<file path="src/rtl/mem_port_arbiter.sv">
// Arbiter that shares one single-port data memory between two requesters.
// Build option: define ARB_FIXED_PRIO_EN to make port 0 win every tie instead of round-robin.
module mem_port_arbiter #(
  parameter int AW      = 16,
  parameter int DW      = 16,
  parameter int MEM_LAT = 1
) (
  input  logic          clk,
  input  logic          rst_b,
  input  logic          m0_req,
  input  logic          m0_we,
  input  logic [AW-1:0] m0_addr,
  input  logic [DW-1:0] m0_wdata,
  output logic          m0_ack,
  output logic [DW-1:0] m0_rdata,
  input  logic          m1_req,
  input  logic          m1_we,
  input  logic [AW-1:0] m1_addr,
  input  logic [DW-1:0] m1_wdata,
  output logic          m1_ack,
  output logic [DW-1:0] m1_rdata,
  output logic [AW-1:0] mem_addr,
  output logic [DW-1:0] mem_wdata,
  output logic          mem_rd,
  output logic          mem_wr,
  input  logic [DW-1:0] mem_rdata,
  output logic          busy,
  output logic          gnt_id
);

  typedef enum logic [1:0] {
    IDLE   = 2'd0,
    ACCESS = 2'd1,
    ACK    = 2'd2
  } state_e;

  localparam logic [3:0] CNT_INIT = 4'(MEM_LAT - 1);

  state_e        state_q, state_d;
  logic          we_q, we_d;
  logic [AW-1:0] addr_q, addr_d;
  logic [DW-1:0] wdata_q, wdata_d;
  logic          gnt_q, gnt_d;
  logic [3:0]    cnt_q, cnt_d;
  logic [DW-1:0] rdata0_q, rdata0_d;
  logic [DW-1:0] rdata1_q, rdata1_d;
  logic          win;
`ifndef ARB_FIXED_PRIO_EN
  logic          last_q, last_d;
`endif

  always_ff @(posedge clk or negedge rst_b) begin
    if (!rst_b) begin
      state_q  <= IDLE;
      we_q     <= 1'b0;
      addr_q   <= '0;
      wdata_q  <= '0;
      gnt_q    <= 1'b0;
      cnt_q    <= '0;
      rdata0_q <= '0;
      rdata1_q <= '0;
`ifndef ARB_FIXED_PRIO_EN
      last_q   <= 1'b1;
`endif
    end else begin
      state_q  <= state_d;
      we_q     <= we_d;
      addr_q   <= addr_d;
      wdata_q  <= wdata_d;
      gnt_q    <= gnt_d;
      cnt_q    <= cnt_d;
      rdata0_q <= rdata0_d;
      rdata1_q <= rdata1_d;
`ifndef ARB_FIXED_PRIO_EN
      last_q   <= last_d;
`endif
    end
  end

  always_comb begin
    state_d  = state_q;
    we_d     = we_q;
    addr_d   = addr_q;
    wdata_d  = wdata_q;
    gnt_d    = gnt_q;
    cnt_d    = cnt_q;
    rdata0_d = rdata0_q;
    rdata1_d = rdata1_q;
    win      = 1'b0;
`ifndef ARB_FIXED_PRIO_EN
    last_d   = last_q;
`endif
    case (state_q)
      IDLE: begin
        if (m0_req || m1_req) begin
`ifdef ARB_FIXED_PRIO_EN
          win = !m0_req;
`else
          // On a tie, the port that did not own the previous transaction wins.
          win = (m0_req && m1_req) ? !last_q : m1_req;
          last_d = win;
`endif
          we_d    = win ? m1_we    : m0_we;
          addr_d  = win ? m1_addr  : m0_addr;
          wdata_d = win ? m1_wdata : m0_wdata;
          gnt_d   = win;
          cnt_d   = CNT_INIT;
          state_d = ACCESS;
        end
      end
      ACCESS: begin
        if (cnt_q == 4'd0) begin
          if (!we_q) begin
            if (gnt_q) rdata1_d = mem_rdata;
            else       rdata0_d = mem_rdata;
          end
          state_d = ACK;
        end else begin
          cnt_d = cnt_q - 4'd1;
        end
      end
      ACK:     state_d = IDLE;
      default: state_d = IDLE;
    endcase
  end

  // Strobes and acks decode straight from registered state, so they are glitch-free.
  assign mem_rd    = (state_q == ACCESS) && !we_q;
  assign mem_wr    = (state_q == ACCESS) && we_q;
  assign m0_ack    = (state_q == ACK) && !gnt_q;
  assign m1_ack    = (state_q == ACK) && gnt_q;
  assign busy      = (state_q != IDLE);
  assign gnt_id    = gnt_q;
  assign mem_addr  = addr_q;
  assign mem_wdata = wdata_q;
  assign m0_rdata  = rdata0_q;
  assign m1_rdata  = rdata1_q;

endmodule

</file>
<file path="config.mk">
export PLATFORM = sky130hd
export DESIGN_NAME = mem_port_arbiter
export DESIGN_NICKNAME = d
export VERILOG_FILES = /design/src/rtl/mem_port_arbiter.sv
export SDC_FILE = /design/constraint.sdc
export NUM_CORES = 1
export LEC_CHECK = 0
export ABC_AREA = 0
export CORE_ASPECT_RATIO = 0.6
export CORE_UTILIZATION = 37
export DETAILED_ROUTE_END_ITERATION = 16
export PLACE_DENSITY = 0.76
export SLEW_MARGIN = 20
export SYNTH_ARGS = -nofsm -noshare
export SYNTH_HDL_FRONTEND = slang
export SYNTH_SLANG_ARGS = --single-unit
</file>
<file path="constraint.sdc">
create_clock -name clk -period 1.7 [get_ports clk]
set_input_delay 0.425 -clock clk [delete_from_list [all_inputs] [get_ports clk]]
set_output_delay 0.425 -clock clk [all_outputs]
set_load 0.01 [all_outputs]
</file>
Word-level counts from Yosys, hierarchy flattened
Cells that the tools add are included.
{"block": "word_totals", "wordCells": 45, "output_inout_bits": 70, "input_bits": 86, "register_bits": 73}
{"block": "classes", "n_reduce_logical": 18, "n_mux": 10, "n_bitwise": 2, "addsub": 1, "n_eq_ne": 5}
{"cell": "$mux 16", "n": 2}
{"cell": "$mux 4", "n": 2}
{"cell": "$pmux 4 s2", "n": 1}
{"cell": "$reduce_and 4->1", "n": 2}
{"cell": "$ne 2x2->1 const B", "n": 3}
{"cell": "$logic_and 1x1->1", "n": 5}
{"cell": "$logic_not 4->1", "n": 1}
{"cell": "$mux 2", "n": 2}
{"cell": "$pmux 2 s2", "n": 1}
{"cell": "$reduce_and 2->1", "n": 2}
{"cell": "$reduce_bool 2->1", "n": 2}
{"cell": "$sub 4x1->4 const B", "n": 1}
{"cell": "$logic_not 1->1", "n": 3}
{"cell": "$reduce_and 3->1", "n": 1}
{"cell": "$eq 2x1->1 const B", "n": 1}
{"cell": "$eq 2x2->1 const B", "n": 1}
{"cell": "$logic_not 2->1", "n": 1}
{"cell": "$mux 1", "n": 2}
{"cell": "$not 1->1", "n": 2}
{"cell": "$logic_or 1x1->1", "n": 1}

Depth between registers and ports, before layout
Gate-level depths: netlist (run 1).
{"block": "logic_depth", "depth_word": 3, "ltp_mapped": 6}

Worst setup path before layout (run 1)
OpenSTA, ideal clock, no wires.
{"block": "synth_path", "kind": "register to register", "start": "register cnt_q[0]", "end": "register rdata0_q[0], in the netlist m0_rdata[0]", "t_arrival_ns": 1.585, "setup_slack_ns": -0.010, "path_stages_with_launch": 7, "synth_period_minus_slack_ns": 1.710, "path_buffers": 1, "setup_ns": 0.125, "path_cell_list": "dfrtp_1 -> inv_1 -> ha_1 -> nor3b_4 -> nand3_4 -> buf_6 -> mux2_4"}
{"block": "synth_between", "elab_chain_len": 2}
{"element": "from (decl)", "line_no": "44", "text": "logic [3:0] cnt_q, cnt_d;"}
{"element": "from (signal assigned)", "line_no": "71", "text": "cnt_q <= cnt_d;"}
{"element": "$logic_not 4->1", "line_no": "112", "text": "if (cnt_q == 4'd0) begin"}
{"element": "$reduce_and 4->1 (no line)"}
{"element": "to (signal assigned)", "line_no": "72", "text": "rdata0_q <= rdata0_d;"}
{"element": "to (decl)", "line_no": "45", "text": "logic [DW-1:0] rdata0_q, rdata0_d;"}
Every way passes these cells.
A chain may end at the register's enable or synchronous reset.

Worst setup path in the final report (run 1)
{"block": "layout_path", "start": "register wdata_q[9], in the netlist mem_wdata[9]", "end": "output mem_wdata[9]"}
{"element": "from (decl)", "line_no": "42", "text": "logic [DW-1:0] wdata_q, wdata_d;"}
{"element": "from (signal assigned)", "line_no": "69", "text": "wdata_q <= wdata_d;"}
{"element": "to (decl)", "line_no": "23", "text": "output logic [DW-1:0] mem_wdata,"}
No word-level cell between the ends.

==> impl_summary.log, run 1 <==
[metrics] start point of the critical path: mem_wdata[9]
[metrics] worst min path class: in -> async
[metrics] number of sinks on the clock net: 73
[metrics] biggest area contributors in the synthesized netlist: dfrtp_1 (55%), mux2_4 (9.1%), nand2_1 (7.6%), a31oi_1 (6.5%), a21oi_1 (5.2%)
[metrics] fraction of the yosys area taken by sequential cells: 55.5%
[metrics] critical path capture point type: output pin
[metrics] number of max-capacitance violations reported: 0
[metrics] count of flip-flops with a built-in enable after synthesis: 0
[metrics] synth-to-layout area growth: 70.9%
[metrics] tightest slew margin relative to the limit: 73.2%
[metrics] arrival time worst endpoint: 1240 ps
[metrics] ratio of cells with drive above 1 in the final layout: 21.4%
[metrics] share of synthesized flip-flops with an asynchronous set or reset: 100%
[metrics] leading cell type in the layout, fill and taps excluded: clkdlybuf4s50_1
[metrics] global-route usage over all layers: 21.0%
[metrics] total grt overflow: 0
[metrics] syn avg cell area: 11.1 µm²
[metrics] critical path class: reg -> out
[metrics] largest stage delay on the critical path: 550 ps
[metrics] number of nets with antenna violations after routing: 0
[metrics] Final Net Count: 560
[metrics] number of vias per cell: 5.01
[metrics] post-synthesis instance area: 3290 µm²
[metrics] Final HPWL DP: 6360 µm
[metrics] Critical R2R Capture: m1_rdata[10]
[metrics] Final GP Congestion: 0.800
[metrics] Max stage delay cell, worst path: clkdlybuf4s50_1
[metrics] Seq cells post-synth: 73
[metrics] Rows: 26
[metrics] effective utilization at floorplan: 38.4%
[metrics] first-pass GRT wire length: 14500 µm
[metrics] largest clock skew in the final design: 4.69 ps
[metrics] floorplan core area: 8590 µm²
[metrics] R2R cell count: 7
[metrics] startpoint class of the critical path: register
[metrics] count of boundary I/O pins: 156
[metrics] leading register cell type out of synthesis: dfrtp_1
[metrics] Post-route DRC: 0
[metrics] Chip Width: 124 µm
[metrics] clock tree root driver cell: clkbuf_16
[metrics] count of yosys warnings during synthesis: 0
[metrics] clock latency reported for the late side of the worst-skew pair: 340 ps
[metrics] CTS tree: done
[metrics] Reg2Reg Setup Slack: 40 ps
[metrics] number of H-tree branching levels: 3
[metrics] buffer and inverter count on the worst path: 1
[metrics] final count of hold timing violations: 0
[metrics] Layout Cell Area excl Fill: 5630 µm²
[metrics] post-place instance area: 5080 µm²
[metrics] worst reg2reg startpoint: cnt_q[0]
[metrics] top fanout value on the critical path: 2
[metrics] CP top delay family: buffers and inverters
[metrics] number of buffers created by CTS: 9
[metrics] number of DRC markers after the initial detailed-route iteration: 107
[metrics] final routed wire length divided by cell count: 16.4 µm
[metrics] I/O Buffers: 155
[metrics] minimum clock period: 1660 ps
[metrics] worst-margin pin slew: 402 ps
[metrics] cell type with the largest total area after synthesis: dfrtp_1
[metrics] Net Count, Synth: 386
[metrics] drt pass-1 iters: 5
[metrics] Antenna diodes: 0
[metrics] clock edge transition at the registers on the reported setup and hold paths: 60 ps
[metrics] part of the cycle the worst path needs: 97.8%
[metrics] worst path cell trace: clkdlybuf4s50_1
[metrics] antenna violations before repair: 0
[metrics] status: completed
[metrics] buffers from clock root to sink, at most: 2
[metrics] termination of the worst setup path: mem_wdata[9]
[metrics] count of cell types in the netlist: 34
[metrics] via count: 2952
[metrics] final-report setup violation count: 0
[metrics] Final Max Tran Viols: 0
[metrics] leakage power: 2.68 nW
[metrics] most used cells in the layout excluding fill and tap cells: clkdlybuf4s50_1 (114), dfrtp_1 (70), nand2_1 (67)
[metrics] Total Wirelength: 9660 µm
[metrics] share of Yosys cell area claimed by the top area cell type: 54.7%
[metrics] largest net degree at the start of global routing: 74
[metrics] die span in y: 75.1 µm
[metrics] DIE AREA: 9300 µm²
[metrics] required time reported for the critical path endpoint: 1270 ps
[metrics] power density normalized to cell area: 1840 nW/µm²
[metrics] Max rail drop VDD: 0.000940 V
[metrics] f_max: 0.601 GHz
[metrics] WP depth: 1
[metrics] number of global-route vias before repair: 2991
[metrics] synthesized netlist cell count: 298
[metrics] final core area utilization: 65.5%
worst register-to-register path: stages (launching register included):
cell and delay, ps:
dfrtp_1 390, inv_2 110, ha_4 140, nor3b_4 180, buf_6 150, nand3_4 100, clkbuf_16 190, mux2_4 290
how the worst min path moves through the flow:
stage,from,endpoint,slack (ps)
global route,rst_b,mem_addr[0],120
floorplan,rst_b,cnt_q[0],130
detailed placement,rst_b,mem_addr[0],470
finish,rst_b,mem_addr[0],80
CTS,rst_b,mem_addr[0],110
global placement,rst_b,mem_addr[0],470
report_power, final:
part           switching [mW]  internal (mW)
Clock                   0.723           1.28
Combinational            2.15           2.95
Sequential              0.583           2.65
area by class of cell:
| type | count | area (µm²) |
|---|---|---|
| clock inverters | 7 | 95.1 |
| multi-input cells | 199 | 1380 |
| fillers | 691 | 2960 |
| flip-flops and latches | 73 | 1830 |
| clock buffers | 9 | 225 |
| repair buffers | 184 | 1940 |
| well taps | 112 | 140 |
| inverters | 5 | 18.8 |
logic make-up (layout without fill, tap and decap cells):
kind of cell	after synthesis	count (layout)	share of synthesized area (%)
flip-flops	73	73	55.5
AO/OA/AOI/OAI	76	76	13.6
AND/OR/NAND/NOR	89	89	13.2
adder cells (fa/ha/maj)	2	2	0.759
multiplexers	32	32	13.2
buffers and inverters	26	205	3.80
sequential cells by signal, indices dropped and copies added, names as in the netlist:
signal / flops
last_q: 1
mem_wdata: 16
mem_addr: 16
we_q: 1
gnt_id: 1
m1_rdata: 16
cnt_q: 4
m0_rdata: 16
state_q: 2
synthesized netlist by cell type (2+ instances only):
cell / n
dfrtp_1: 72
nand2_1: 67
a21oi_1: 34
a31oi_1: 34
mux2_4: 20
clkbuf_1: 14
mux2_2: 12
inv_1: 5
buf_2: 4
buf_6: 3
a211o_1: 2
and2_1: 2
ha_1: 2
nand3_4: 2
nor2_1: 2
nor3_1: 2
nor3b_1: 2
nor3b_4: 2
or3_1: 2
routing by layer:
layer	part of all wire (%)	GRT usage, %	vias up
met4	1.1	7.90	0
met5	0	0	-
li1	-	-	1401
met2	48	34.3	101
met3	7.8	8.26	8
met1	43	25.3	1442
through the flow:
stage | cells | setup WS (ps) | power (mW) | hold slack (ps) | TNS (ps)
after detailed placement | 562 | -162 | 8.14 | 475 | -6700
after CTS | 582 | -44.8 | 10.3 | 112 | -47.2
final | 589 | 37.2 | 10.3 | 76.2 | 0
after global placement | 562 | -101 | 8.01 | 466 | -4320
after global routing | 589 | -8.41 | 11.0 | 118 | -28.0
after floorplan | 298 | -6.49 | 5.51 | 129 | -96.4
timing repair:
item	in CTS	in global routing
pin swaps	1	2
setup endpoints to repair	67	103
gates cloned	0	1
resized for setup	25	48
hold buffers	0	0
setup buffers	4	6
hold endpoints to repair	0	0
Note: power is estimated with default switching activity, not from simulation.
==> run 2: changes to the inputs <==
clock period = 1.43 ns   (was 1.7 ns; I/O delays follow)
==> run 2 against run 1 <==
Net effect:
- the run now ends with negative setup slack left
- global-route usage rose by 1.0 points
- critical path depth rose by 6
- setup slack got worse by 250 ps
- clock skew barely moved
- cell count rose by 4.4%
- worst hold slack improved by 330 ps
- die area did not move
- wire length rose by 12%
- combinational power rose by 37%
- sequential power rose by 18%
- critical endpoint is now m1_rdata[14]
- highest routed layer unchanged
==> impl_summary.log, run 2 (same netlist as run 1, synthesis figures left out) <==
[metrics] status: finished with violations (was completed)
[metrics] violations in the final reports: negative setup slack
[metrics] smallest hold slack: 404 ps (was 76.2 ps)
[metrics] critical path class: reg -> reg (was reg -> out)
[metrics] number of sinks on the clock net: 73 (unchanged)
[metrics] clock tree root driver cell: clkbuf_16 (unchanged)
[metrics] Final Net Count: 586 (was 560)
[metrics] clock latency reported for the late side of the worst-skew pair: 330 ps (was 340 ps)
[metrics] top fanout value on the critical path: 12 (was 2)
[metrics] Final Max Tran Viols: 0 (unchanged)
[metrics] ratio of cells with drive above 1 in the final layout: 29.2% (was 21.4%)
[metrics] total negative slack: -8060 ps (was 0 ps)
[metrics] floorplan core area: 8590 µm² (unchanged)
[metrics] effective utilization at floorplan: 38.4% (unchanged)
[metrics] Post-Place Setup Slack: -334 ps (was -162 ps)
[metrics] count of boundary I/O pins: 156 (unchanged)
[metrics] number of vias per cell: 5.13 (was 5.01)
[metrics] CTS tree: done (unchanged)
[metrics] global-route usage over all layers: 22.0% (was 21.0%)
[metrics] critical path capture point type: register (was output pin)
[metrics] Final HPWL DP: 6950 µm (was 6360 µm)
[metrics] most used cells in the layout excluding fill and tap cells: clkdlybuf4s50_1 (82), dfrtp_1 (70), nand2_1 (67) (was clkdlybuf4s50_1 (114), dfrtp_1 (70), nand2_1 (67))
[metrics] DIE AREA: 9300 µm² (unchanged)
[metrics] tightest slew margin relative to the limit: 75.6% (was 73.2%)
[metrics] power density normalized to cell area: 2140 nW/µm² (was 1840 nW/µm²)
[metrics] Chip Width: 124 µm (unchanged)
[metrics] post-place instance area: 5250 µm² (was 5080 µm²)
[metrics] final routed wire length divided by cell count: 17.7 µm (was 16.4 µm)
[metrics] Final GP Congestion: 0.774 (was 0.800)
[metrics] worst path setup slack after routing: -211 ps (was 37.2 ps)
[metrics] leakage power: 2.69 nW (was 2.68 nW)
[metrics] die span in y: 75.1 µm (unchanged)
[metrics] largest net degree at the start of global routing: 34 (was 74)
[metrics] leading cell type in the layout, fill and taps excluded: clkdlybuf4s50_1 (unchanged)
[metrics] largest clock skew in the final design: 5.06 ps (was 4.69 ps)
[metrics] f_max: 0.610 GHz
[metrics] non-filler cells in the finished layout: 615 (was 589)
[metrics] first-pass GRT wire length: 15100 µm (was 14500 µm)
[metrics] Total Wirelength: 10900 µm (was 9660 µm)
[metrics] number of H-tree branching levels: 3 (unchanged)
[metrics] setup repair after global routing missed its margin: yes
[metrics] number of buffers created by CTS: 9 (unchanged)
[metrics] part of the cycle the worst path needs: 115%
[metrics] Post-route DRC: 0 (unchanged)
[metrics] number of global-route vias before repair: 3036 (was 2991)
[metrics] minimum clock period: 1640 ps
[metrics] startpoint class of the critical path: register (unchanged)
[metrics] I/O Buffers: 155 (unchanged)
[metrics] worst-margin pin slew: 362 ps (was 402 ps)
[metrics] number of max-capacitance violations reported: 0 (unchanged)
[metrics] antenna violations before repair: 0 (unchanged)
[metrics] total grt overflow: 0 (unchanged)
[metrics] via count: 3155 (was 2952)
[metrics] final count of hold timing violations: 0 (unchanged)
[metrics] worst min path class: in -> reg (was in -> async)
[metrics] Layout Cell Area excl Fill: 5990 µm² (was 5630 µm²)
[metrics] final-report setup violation count: 73 (was 0)
[metrics] Rows: 26 (unchanged)
[metrics] number of DRC markers after the initial detailed-route iteration: 111 (was 107)
[metrics] synth-to-layout area growth: 82.0% (was 70.9%)
[metrics] dpl cells: 582 (was 562)
[metrics] arrival time worst endpoint: 1850 ps (was 1240 ps)
[metrics] buffers from clock root to sink, at most: 2 (unchanged)
[metrics] drt pass-1 iters: 4 (was 5)
[metrics] required time reported for the critical path endpoint: 1640 ps (was 1270 ps)
[metrics] Antenna diodes: 0 (unchanged)
[metrics] number of nets with antenna violations after routing: 0 (unchanged)
[metrics] clock edge transition at the registers on the reported setup and hold paths: 60 ps (about the same)
[metrics] Max rail drop VDD: 0.000926 V (was 0.000940 V)
run 2: changes by cell type in the layout (fill, tap and decap cells not counted), moves of 3 or more:
cell | before | now
buf_6 | 3 | 13
dlygate4sd2_1 | 3 | 64
dlymetal6s2s_1 | 32 | 2
a31oi_2 | 0 | 3
a31oi_4 | 0 | 10
a31oi_1 | 34 | 21
buf_4 | 20 | 28
clkdlybuf4s50_1 | 114 | 82
clkbuf_16 | 10 | 15
run 2: layout make-up:
| cell class | instances | area (µm²) |
|---|---|---|
| Fill cell | 676 | 2590 |
| Timing Repair Buffer | 210 | 2120 |
| Sequential cell | 73 | 1830 |
| Multi-Input combinational cell | 199 | 1610 |
| Clock buffer | 13 | 260 |
| Tap cell | 112 | 140 |
| Inverter | 5 | 18.8 |
| Clock inverter | 3 | 15.0 |
run 2: critical path, cell delays in order (launching register included):
cell	delay (ps)
dfrtp_1	390
inv_2	90
ha_4	140
nor3b_4	180
buf_6	150
nand3_4	90
buf_12	160
mux2_4	300
run 2: metrics by stage:
step / utilization (%) / power [mW]
after detailed placement: 61.2 / 10.0
after CTS: 64.4 / 11.8
final: 69.8 / 12.8
after global placement: 61.2 / 9.85
after global routing: 69.8 / 13.6
after floorplan: - / 6.56
run 2: power breakdown:
group | total (mW) | switching, mW | internal, mW
clock | 2.09 | 0.833 | 1.26
sequential | 3.80 | 0.646 | 3.15
combinational | 6.96 | 3.11 | 3.85
run 2: path summary, 6_finish.rpt:
kind / start / end / slack, ps / cells after the start
max: cnt_q[1] / m1_rdata[14] / -210 / 7
min in group asynchronous: rst_b / mem_wdata[10] / 470 / 2
max reg2reg: cnt_q[1] / m1_rdata[14] / -210 / 7
max in group asynchronous: rst_b / state_q[1] / 500 / 3
min: m1_req / last_q / 400 / 3
min reg2reg: m0_rdata[2] / m0_rdata[2] / 500 / 1
run 2: metal layers:
layer  up-vias  global-route usage, %  wire, µm  part of all wire (%)
met5         -                      0         0                     0
met4         0                   8.03       183                   1.7
met3        17                   8.11       886                   8.2
met2       120                   36.2      5100                    47
met1      1567                   26.8      4700                    43
li1       1451                      -         -                     -
run 2: timing repair:
action                     in CTS  in global routing
setup endpoints to repair     142                 75
gates resized for setup       114                 40
buffers inserted                3                  9
hold buffers                    1                  0
gates cloned                    0                  7
pin swaps                       5                  9
hold endpoints to repair       18                  0
==> run 3: changes to the inputs <==
MAX_ROUTING_LAYER = met4   (was unset)
==> run 3 against run 2 <==
Net effect:
- critical path type unchanged
- utilization unchanged
- the flow still finishes with violations (negative setup slack)
- non-clock buffer count unchanged
- count of clock-buffer cells in the layout unchanged
==> impl_summary.log, run 3 (same netlist as run 1, synthesis figures left out) <==
[metrics] Final GP Congestion: 0.784 (was 0.774)
[metrics] final-report setup violation count: 73 (unchanged)
[metrics] DIE AREA: 9300 µm² (unchanged)
[metrics] startpoint class of the critical path: register (unchanged)
[metrics] leading cell type in the layout, fill and taps excluded: clkdlybuf4s50_1 (unchanged)
[metrics] Internal Dissipation: 8.26 mW (about the same)
[metrics] Final Net Count: 586 (unchanged)
[metrics] critical path capture point type: register (unchanged)
[metrics] Chip Width: 124 µm (unchanged)
[metrics] number of DRC markers after the initial detailed-route iteration: 143 (was 111)
[metrics] Fillers: 676 (unchanged)
[metrics] number of nets with antenna violations after routing: 0 (unchanged)
[metrics] worst path setup slack after routing: -210 ps (was -211 ps)
[metrics] f_max: 0.610 GHz (about the same)
[metrics] setup repair after global routing missed its margin: yes (unchanged)
[metrics] largest clock skew in the final design: 4.70 ps (was 5.06 ps)
[metrics] final routed wire length divided by cell count: 17.7 µm (about the same)
[metrics] ratio of cells with drive above 1 in the final layout: 29.2% (unchanged)
[metrics] FF/Latch Area: 1830 µm² (unchanged)
[metrics] worst-margin pin slew: 350 ps (was 362 ps)
[metrics] I/O Buffers: 155 (unchanged)
[metrics] number of global-route vias before repair: 3034 (was 3036)
[metrics] worst min path class: in -> reg (unchanged)
[metrics] effective utilization at floorplan: 38.4% (unchanged)
[metrics] minimum clock period: 1640 ps (about the same)
[metrics] Antenna diodes: 0 (unchanged)
[metrics] total area of multi-input combinational cells: 1610 µm² (unchanged)
[metrics] Post-route DRC: 0 (unchanged)
[metrics] clock edge transition at the registers on the reported setup and hold paths: 60 ps (about the same)
[metrics] start point of the critical path: cnt_q[1] (unchanged)
[metrics] Rows: 26 (unchanged)
[metrics] first-pass GRT wire length: 15100 µm (about the same)
[metrics] drt pass-1 iters: 5 (was 4)
[metrics] clock tree root driver cell: clkbuf_16 (unchanged)
[metrics] number of H-tree branching levels: 3 (unchanged)
[metrics] tightest slew margin relative to the limit: 76.5% (was 75.6%)
[metrics] number of buffers created by CTS: 9 (unchanged)
[metrics] CTS tree: done (unchanged)
[metrics] final core area utilization: 69.8% (unchanged)
[metrics] Final HPWL DP: 6950 µm (unchanged)
[metrics] part of the cycle the worst path needs: 115% (about the same)
[metrics] post-place instance area: 5250 µm² (unchanged)
[metrics] top fanout value on the critical path: 12 (unchanged)
[metrics] floorplan core area: 8590 µm² (unchanged)
[metrics] buffers from clock root to sink, at most: 2 (unchanged)
[metrics] number of vias per cell: 5.14 (was 5.13)
[metrics] power density normalized to cell area: 2140 nW/µm² (about the same)
[metrics] portion of total power attributed to sequential cells: 29.5% (about the same)
[metrics] combinational cell fraction of total power: 54.2% (about the same)
[metrics] status: finished with violations (unchanged)
[metrics] leakage power: 2.69 nW (unchanged)
[metrics] die span in y: 75.1 µm (unchanged)
[metrics] arrival time worst endpoint: 1850 ps (about the same)
[metrics] violations in the final reports: negative setup slack (unchanged)
[metrics] total grt overflow: 0 (unchanged)
[metrics] required time reported for the critical path endpoint: 1640 ps (about the same)
[metrics] most used cells in the layout excluding fill and tap cells: clkdlybuf4s50_1 (82), dfrtp_1 (70), nand2_1 (67) (unchanged)
[metrics] via count: 3163 (was 3155)
[metrics] global-route usage over all layers: 22.8% (was 22.0%)
[metrics] Sw Share: 35.8% (was 35.7%)
[metrics] total negative slack: -7810 ps (was -8060 ps)
[metrics] synth-to-layout area growth: 82.0% (unchanged)
[metrics] Final Max Tran Viols: 0 (unchanged)
[metrics] Clock Power Share: 16.3% (about the same)
[metrics] Layout Cell Area excl Fill: 5990 µm² (unchanged)
[metrics] critical path class: reg -> reg (unchanged)
[metrics] Total Wirelength: 10900 µm (about the same)
[metrics] largest net degree at the start of global routing: 34 (unchanged)
[metrics] final count of hold timing violations: 0 (unchanged)
[metrics] start point of the worst min-delay path: m1_req (unchanged)
[metrics] clock latency reported for the late side of the worst-skew pair: 330 ps (about the same)
[metrics] Max rail drop VDD: 0.000925 V (was 0.000926 V)
[metrics] worst reg2reg startpoint: cnt_q[1] (unchanged)
[metrics] count of boundary I/O pins: 156 (unchanged)
[metrics] number of sinks on the clock net: 73 (unchanged)
[metrics] number of max-capacitance violations reported: 0 (unchanged)
[metrics] antenna violations before repair: 0 (unchanged)
[metrics] switching power: 4.60 mW (was 4.59 mW)
[run 3: cell counts in the layout (fill, tap and decap cells not counted)]
No cell type changed its count.
[run 3: path summary, 6_finish.rpt]
check / to / slack [ps] / cells past startpoint
max: m1_rdata[14] / -210 / 7
min: last_q / 400 / 3
max reg2reg: m1_rdata[14] / -210 / 7
min reg2reg: m0_rdata[2] / 500 / 1
max in group asynchronous: state_q[1] / 500 / 3
min in group asynchronous: mem_wdata[9] / 470 / 2
[run 3: power groups by stage]
| stage | Sequential [mW] | Clock [mW] | Combinational [mW] |
|---|---|---|---|
| final | 3.80 | 2.10 | 6.96 |
| after global routing | 3.93 | 2.23 | 7.47 |
| after CTS | 3.77 | 2.15 | 5.85 |
| after detailed placement | 3.80 | 0 | 6.24 |
| after global placement | 3.76 | 0 | 6.08 |
| after floorplan | 4.19 | 0 | 2.37 |
[run 3: per-stage QoR]
stage / setup slack (ps) / hold WS, ps / cells / power (mW)
5_1_grt: -264 / 412 / 615 / 13.6
2_1_floorplan: -276 / 61.9 / 298 / 6.56
3_3_place_gp: -291 / 277 / 582 / 9.85
3_5_place_dp: -334 / 279 / 582 / 10.0
4_1_cts: -202 / 469 / 602 / 11.8
6_report: -210 / 397 / 615 / 12.9
[run 3: layer usage]
| metal | track usage, % | routed length, µm |
|---|---|---|
| met1 | 27.4 | 4740 |
| met2 | 36.2 | 5120 |
| met3 | 7.27 | 825 |
| met4 | 8.03 | 195 |
| met5 | - | 0 |
[run 3: final cells by class]
cell class,instances,area share [%]
tap,112,2.34
sequential,73,30.5
timing repair buffer,210,35.3
clock buffer,13,4.34
multi-input combinational,199,26.9
clock inverter,3,0.250
inverter,5,0.313
[run 3: worst max-delay path: stages (launching register included)]
cell and delay, ps:
dfrtp_1 390, inv_2 90, ha_4 140, nor3b_4 180
buf_6 150, nand3_4 90, buf_12 160, mux2_4 300
[run 3: timing repair]
action	4_1_cts	5_1_grt
setup endpoints to repair	142	75
hold endpoints to repair	18	0
hold buffers	1	0
gates cloned	0	7
pin swaps	5	9
resized for setup	114	40
buffers inserted	3	9
